<file path="src/rtl/bcd_to_binary_converter_pkg.sv">
// bcd_to_binary_converter_pkg: shared FSM states and BCD constants for the BCD-to-binary converter
package bcd_to_binary_converter_pkg;
  typedef enum logic [1:0] {IDLE, SHIFT, DONE} state_t;
  localparam int NIB_W     = 4;
  localparam int CORR_TH   = 8;
  localparam int CORR_OFF  = 3;
  localparam int DIGIT_MAX = 9;
endpackage

</file>
<file path="src/rtl/bcd_to_binary_converter_bcd_digit_correct.sv">
// bcd_digit_correct: reverse double-dabble nibble fix-up, subtracts 3 from a nibble >= 8
//   nib_i  in  NIB_W  nibble after the right shift
//   nib_o  out NIB_W  corrected nibble
module bcd_digit_correct
  import bcd_to_binary_converter_pkg::*;
(
  input  logic [NIB_W-1:0] nib_i,
  output logic [NIB_W-1:0] nib_o
);
  assign nib_o = (nib_i >= NIB_W'(CORR_TH)) ? nib_i - NIB_W'(CORR_OFF) : nib_i;
endmodule

</file>
<file path="src/rtl/bcd_to_binary_converter.sv">
// bcd_to_binary_converter: sequential reverse double-dabble, packed BCD in, unsigned binary out
//   clk, rst_n          clock, async active-low reset
//   in_valid/in_ready   request handshake, bcd_in captured when both high
//   bcd_in              packed BCD, digit 0 in [3:0]
//   out_valid           one-cycle result strobe
//   bin_out, err        registered result; err flags a nibble > 9 (result forced to 0)
module bcd_to_binary_converter
  import bcd_to_binary_converter_pkg::*;
#(
  parameter int DIGITS = 3,
  parameter int BIN_W  = 10
) (
  input  logic                    clk,
  input  logic                    rst_n,
  input  logic                    in_valid,
  output logic                    in_ready,
  input  logic [NIB_W*DIGITS-1:0] bcd_in,
  output logic                    out_valid,
  output logic [BIN_W-1:0]        bin_out,
  output logic                    err
);
  localparam int BCD_W = NIB_W * DIGITS;
  localparam int CW    = $clog2(BIN_W);
  state_t           state_q, state_d;
  logic [CW-1:0]    cnt_q, cnt_d;
  logic [BCD_W-1:0] bcd_q, bcd_d, sh_bcd, corr_bcd;
  logic [BIN_W-1:0] bin_q, bin_d, sh_bin, bin_out_q, bin_out_d;
  logic             out_valid_q, out_valid_d, err_q, err_d, bad_digit;
  // The BCD LSB falls into the binary MSB as the whole work register shifts right.
  assign {sh_bcd, sh_bin} = {1'b0, bcd_q, bin_q[BIN_W-1:1]};
  for (genvar g = 0; g < DIGITS; g++) begin : g_corr
    bcd_digit_correct u_corr (
      .nib_i(sh_bcd[NIB_W*g +: NIB_W]),
      .nib_o(corr_bcd[NIB_W*g +: NIB_W])
    );
  end
  always_comb begin
    bad_digit = 1'b0;
    for (int i = 0; i < DIGITS; i++)
      bad_digit = bad_digit | (bcd_in[NIB_W*i +: NIB_W] > NIB_W'(DIGIT_MAX));
  end
  always_comb begin
    state_d   = state_q;
    cnt_d     = cnt_q;
    bcd_d     = bcd_q;
    bin_d     = bin_q;
    bin_out_d = bin_out_q;
    err_d     = err_q;
    unique case (state_q)
      IDLE: if (in_valid) begin
        bcd_d = bcd_in;
        bin_d = '0;
        cnt_d = '0;
        state_d = bad_digit ? DONE : SHIFT;
        if (bad_digit) begin
          bin_out_d = '0;
          err_d     = 1'b1;
        end
      end
      SHIFT: begin
        bcd_d = corr_bcd;
        bin_d = sh_bin;
        cnt_d = cnt_q + 1'b1;
        if (cnt_q == CW'(BIN_W - 1)) begin
          state_d   = DONE;
          bin_out_d = sh_bin;
          err_d     = 1'b0;
        end
      end
      DONE: state_d = IDLE;
      default: state_d = IDLE;
    endcase
    out_valid_d = (state_d == DONE);
  end
  always_ff @(posedge clk or negedge rst_n) begin
    if (!rst_n) begin
      state_q     <= IDLE;
      cnt_q       <= '0;
      bcd_q       <= '0;
      bin_q       <= '0;
      bin_out_q   <= '0;
      err_q       <= 1'b0;
      out_valid_q <= 1'b0;
    end else begin
      state_q     <= state_d;
      cnt_q       <= cnt_d;
      bcd_q       <= bcd_d;
      bin_q       <= bin_d;
      bin_out_q   <= bin_out_d;
      err_q       <= err_d;
      out_valid_q <= out_valid_d;
    end
  end
  assign in_ready  = (state_q == IDLE);
  assign out_valid = out_valid_q;
  assign bin_out   = bin_out_q;
  assign err       = err_q;
  // A legal input is fully drained out of the BCD half once all shifts are done.
  a_bcd_drained: assert property (@(posedge clk) disable iff (!rst_n)
    (state_q == DONE && !err_q) |-> (bcd_q == '0));
endmodule

</file>
<file path="config.mk">
export PLATFORM = sky130hd
export DESIGN_NAME = bcd_to_binary_converter
export DESIGN_NICKNAME = d
export VERILOG_FILES = /design/src/rtl/bcd_to_binary_converter_pkg.sv /design/src/rtl/bcd_to_binary_converter_bcd_digit_correct.sv /design/src/rtl/bcd_to_binary_converter.sv
export SDC_FILE = /design/constraint.sdc
export NUM_CORES = 1
export LEC_CHECK = 0
export ABC_AREA = 0
export BUFFER_PORTS_ARGS = -buffer_cell sky130_fd_sc_hd__buf_2
export CAP_MARGIN = 25
export CORE_AREA = 10 10 74 76
export CTS_CLUSTER_SIZE = 25
export DETAILED_ROUTE_END_ITERATION = 6
export DIE_AREA = 0 0 84 86
export HOLD_SLACK_MARGIN = 0.02
export SYNTH_ARGS = -nofsm -noshare
export SYNTH_HDL_FRONTEND = slang
export SYNTH_SLANG_ARGS = --single-unit
</file>
<file path="constraint.sdc">
create_clock -name clk -period 4.54 [get_ports clk]
set_input_delay 0.227 -clock clk [delete_from_list [all_inputs] [get_ports clk]]
set_output_delay 0.227 -clock clk [all_outputs]
set_load 0.02 [all_outputs]
</file>
==> metrics.cfg <==
[run_status]
status=finished clean

[detailed_routing]
via_count=1312
wl_per_cell_um=16.5
drt-initial-drc-count=111
viasPerCell=5.44
firstDrtPassIters=4
routed_wl_um=3980
final_antenna_net_count=0
drc=0

[timing]
min_period_ps=2080
max_freq_mhz=481
maxSlewHeadroom_pct=42.4
slew_violations=0
tightest_slew_ps=864
setup_viol=0
fin_worst_skew_ps=4.76
min_period_over_period_pct=45.8
hold_viol=0
finalSetupTns_ps=0
rsz0062_at_grt=no

[yosys]
synth-seq-area-share_pct=55.6
synth_cells=159
syn_nets=180
yosys_warnings=0
ys_seq_elements=39
ys_types=28
synthesis.area_um2=1760
avgSynthCellArea_um2=11.0

[global_route]
antenna_found_initial=0
grt_use_total_pct=11.6
gr-total-overflow=0
grt_pass1_wl_um=6890
grt_max_degree=40
grt_pass1_vias=1353

[final_layout]
antenna_cells=0
instances_no_fill=241
drive_gt1_share_pct=24.6
nNetsFinal=211
syn_to_final_growth_pct=15.7

[clock_tree]
root_buffer=clkbuf_8
cts_tree=built
cts-resized-gates=0
cts.clk_slew.worst_paths_ps=70
postCtsSetupBuffers=0
ctsHoldBuffers=0
htreeDepth=2
cts_buffer_depth=2
cts_buffers=5
insertion_delay_ps=290
clock_sinks=39

[critical_path]
slowest_stage=a21oi_2
worstPathRequired_ps=4720
cp_cell_sequence=inv_1, ha_1, nand4b_1, a21o_1, a21oi_2, mux2_2
timing.rr.start=cnt_q[1]$_DFFE_PN0P_
path_max_fanout=11
startpoint_type=flip-flop
cp-end-kind=flip-flop
critPathKind=flip-flop to flip-flop
path_buf_inv=1
worstSetupStartpoint=cnt_q[1]$_DFFE_PN0P_
cp_top_family=compound AO/OA/AOI/OAI gates
critical_path_arrival_ps=2250
slowest_delay_ps=480

[floorplan]
ios=28
initial_utilization_pct=44.2
dieArea_um2=7220
core_um2=3970
die_x_um=84
rows=23
fp.dieH_um=86

[placed_design]
post-place-cells=233
gp_congestion=0.782
hpwl_um=2860
io_buffers=27

[power_and_ir_drop]
power_density_nw_per_um2=584
leakage_nw=1.09
vdd_drop_max_v=0.000324

[min_path]
hold_class=input pin to async pin

[run]
max_cap_viol_count=0

power breakdown:
| group | total, mW | internal, mW | leakage [nW] | switching, mW |
|---|---|---|---|---|
| registers | 0.533 | 0.444 | 0.510 | 0.0895 |
| clock network | 0.226 | 0.107 | 0.0412 | 0.119 |
| logic | 0.428 | 0.181 | 0.541 | 0.247 |
| total | 1.19 | 0.732 | 1.09 | 0.455 |
cell families after synthesis:
kind of cell,after synthesis,share of synthesized area (%)
AO/OA/AOI/OAI,42,15.9
XOR/XNOR,4,1.99
adder cells (fa/ha/maj),6,4.27
buffers and inverters,12,3.13
flip-flops,39,55.6
multiplexers,10,6.34
AND/OR/NAND/NOR,46,12.8
synth_stat cells:
cell / number / area share, %
dfrtp_1: 39 / 56
nand2_1: 21 / 4.5
o21ai_0: 13 / 3.7
a21o_1: 10 / 4.3
and2_1: 9 / 3.2
mux2_2: 9 / 5.8
ha_1: 6 / 4.3
inv_1: 6 / 1.3
a22oi_1: 5 / 2.1
a31oi_1: 4 / 1.4
nor2_1: 4 / 0.85
xnor2_1: 4 / 2.0
a21oi_1: 3 / 0.85
clkbuf_1: 3 / 0.64
nand3_1: 3 / 0.85
nor2b_1: 3 / 1.1
a221o_1: 2 / 1.1
buf_2: 2 / 0.57
nand2b_1: 2 / 0.71
o211a_1: 2 / 1.1
o22ai_1: 2 / 0.71
a21oi_2: 1 / 0.50
and3_1: 1 / 0.36
buf_6: 1 / 0.64
mux2i_1: 1 / 0.57
nand4_1: 1 / 0.36
nand4b_1: 1 / 0.50
nor3b_1: 1 / 0.43
final cells by class:
cell class	count	area [um2]
fillers	368	1940
flip-flops and latches	39	976
multi-input cells	108	726
repair buffers	30	161
clock buffers	6	72.6
well taps	50	62.6
inverters	6	22.5
clock inverters	2	12.5
metrics by stage:
step / setup slack [ps] / power (mW) / hold WS (ps) / utilization [%] / instance area (um2)
floorplan: 2850 / 0.828 / -68.6 / - / 1760
global placement: 2530 / 0.931 / 380 / 48.8 / 1940
detailed placement: 2470 / 0.970 / 397 / 49.1 / 1950
CTS: 2460 / 1.20 / 77.4 / 51.2 / 2030
global route: 2330 / 1.29 / 125 / 51.2 / 2030
finish: 2460 / 1.19 / 53.6 / 51.2 / 2030
path summary, 6_finish.rpt:
kind / to / slack (ps) / cells after the start
worst max-delay path: bin_out[5]$_DFFE_PN0P_ / 2460 / 6
worst min-delay path: bcd_q[6]$_DFFE_PN0P_ / 50 / 1
worst max register to register: bin_out[5]$_DFFE_PN0P_ / 2460 / 6
worst min register to register: bin_q[7]$_DFFE_PN0P_ / 470 / 1
max in group asynchronous: bin_out[4]$_DFFE_PN0P_ / 3950 / 1
min in group clk: bcd_q[11]$_DFFE_PN0P_ / 170 / 3
cell usage in the layout, fill, tap and decap left out, types with 2 or more instances in the layout:
master / netlist / layout
a21o_1: 10 / 10
a21oi_1: 3 / 3
a221o_1: 2 / 2
a22oi_1: 5 / 5
a31oi_1: 4 / 4
and2_1: 9 / 9
buf_2: 2 / 27
buf_4: 0 / 2
clkbuf_8: 0 / 5
dfrtp_1: 39 / 39
ha_1: 6 / 6
inv_1: 6 / 6
mux2_2: 9 / 9
nand2_1: 21 / 21
nand2b_1: 2 / 2
nand3_1: 3 / 3
nor2_1: 4 / 4
nor2b_1: 3 / 3
o211a_1: 2 / 2
o21ai_0: 13 / 13
o22ai_1: 2 / 2
xnor2_1: 4 / 4
metal layers:
metal  vias to the layer above  wire [um]  global-route usage [%]
li1                        612          -                       -
met3                         7        165                    2.93
met1                       670       1820                    14.5
met5                         -          0                       0
met2                        23       1960                    18.7
met4                         0         36                    4.72
registers in the layout, summed over array words and instances (netlist names):
name	count
state_q	2
out_valid	1
err	1
bcd_q	12
cnt_q	4
bin_out	10
bin_q	9
worst register-to-register path, stage by stage (launching register included):
cell      delay, ps
dfrtp_1         410
inv_1            70
ha_1            160
nand4b_1        200
a21o_1          230
a21oi_2         480
mux2_2          410
No activity file was read; power rests on OpenSTA's default activity.
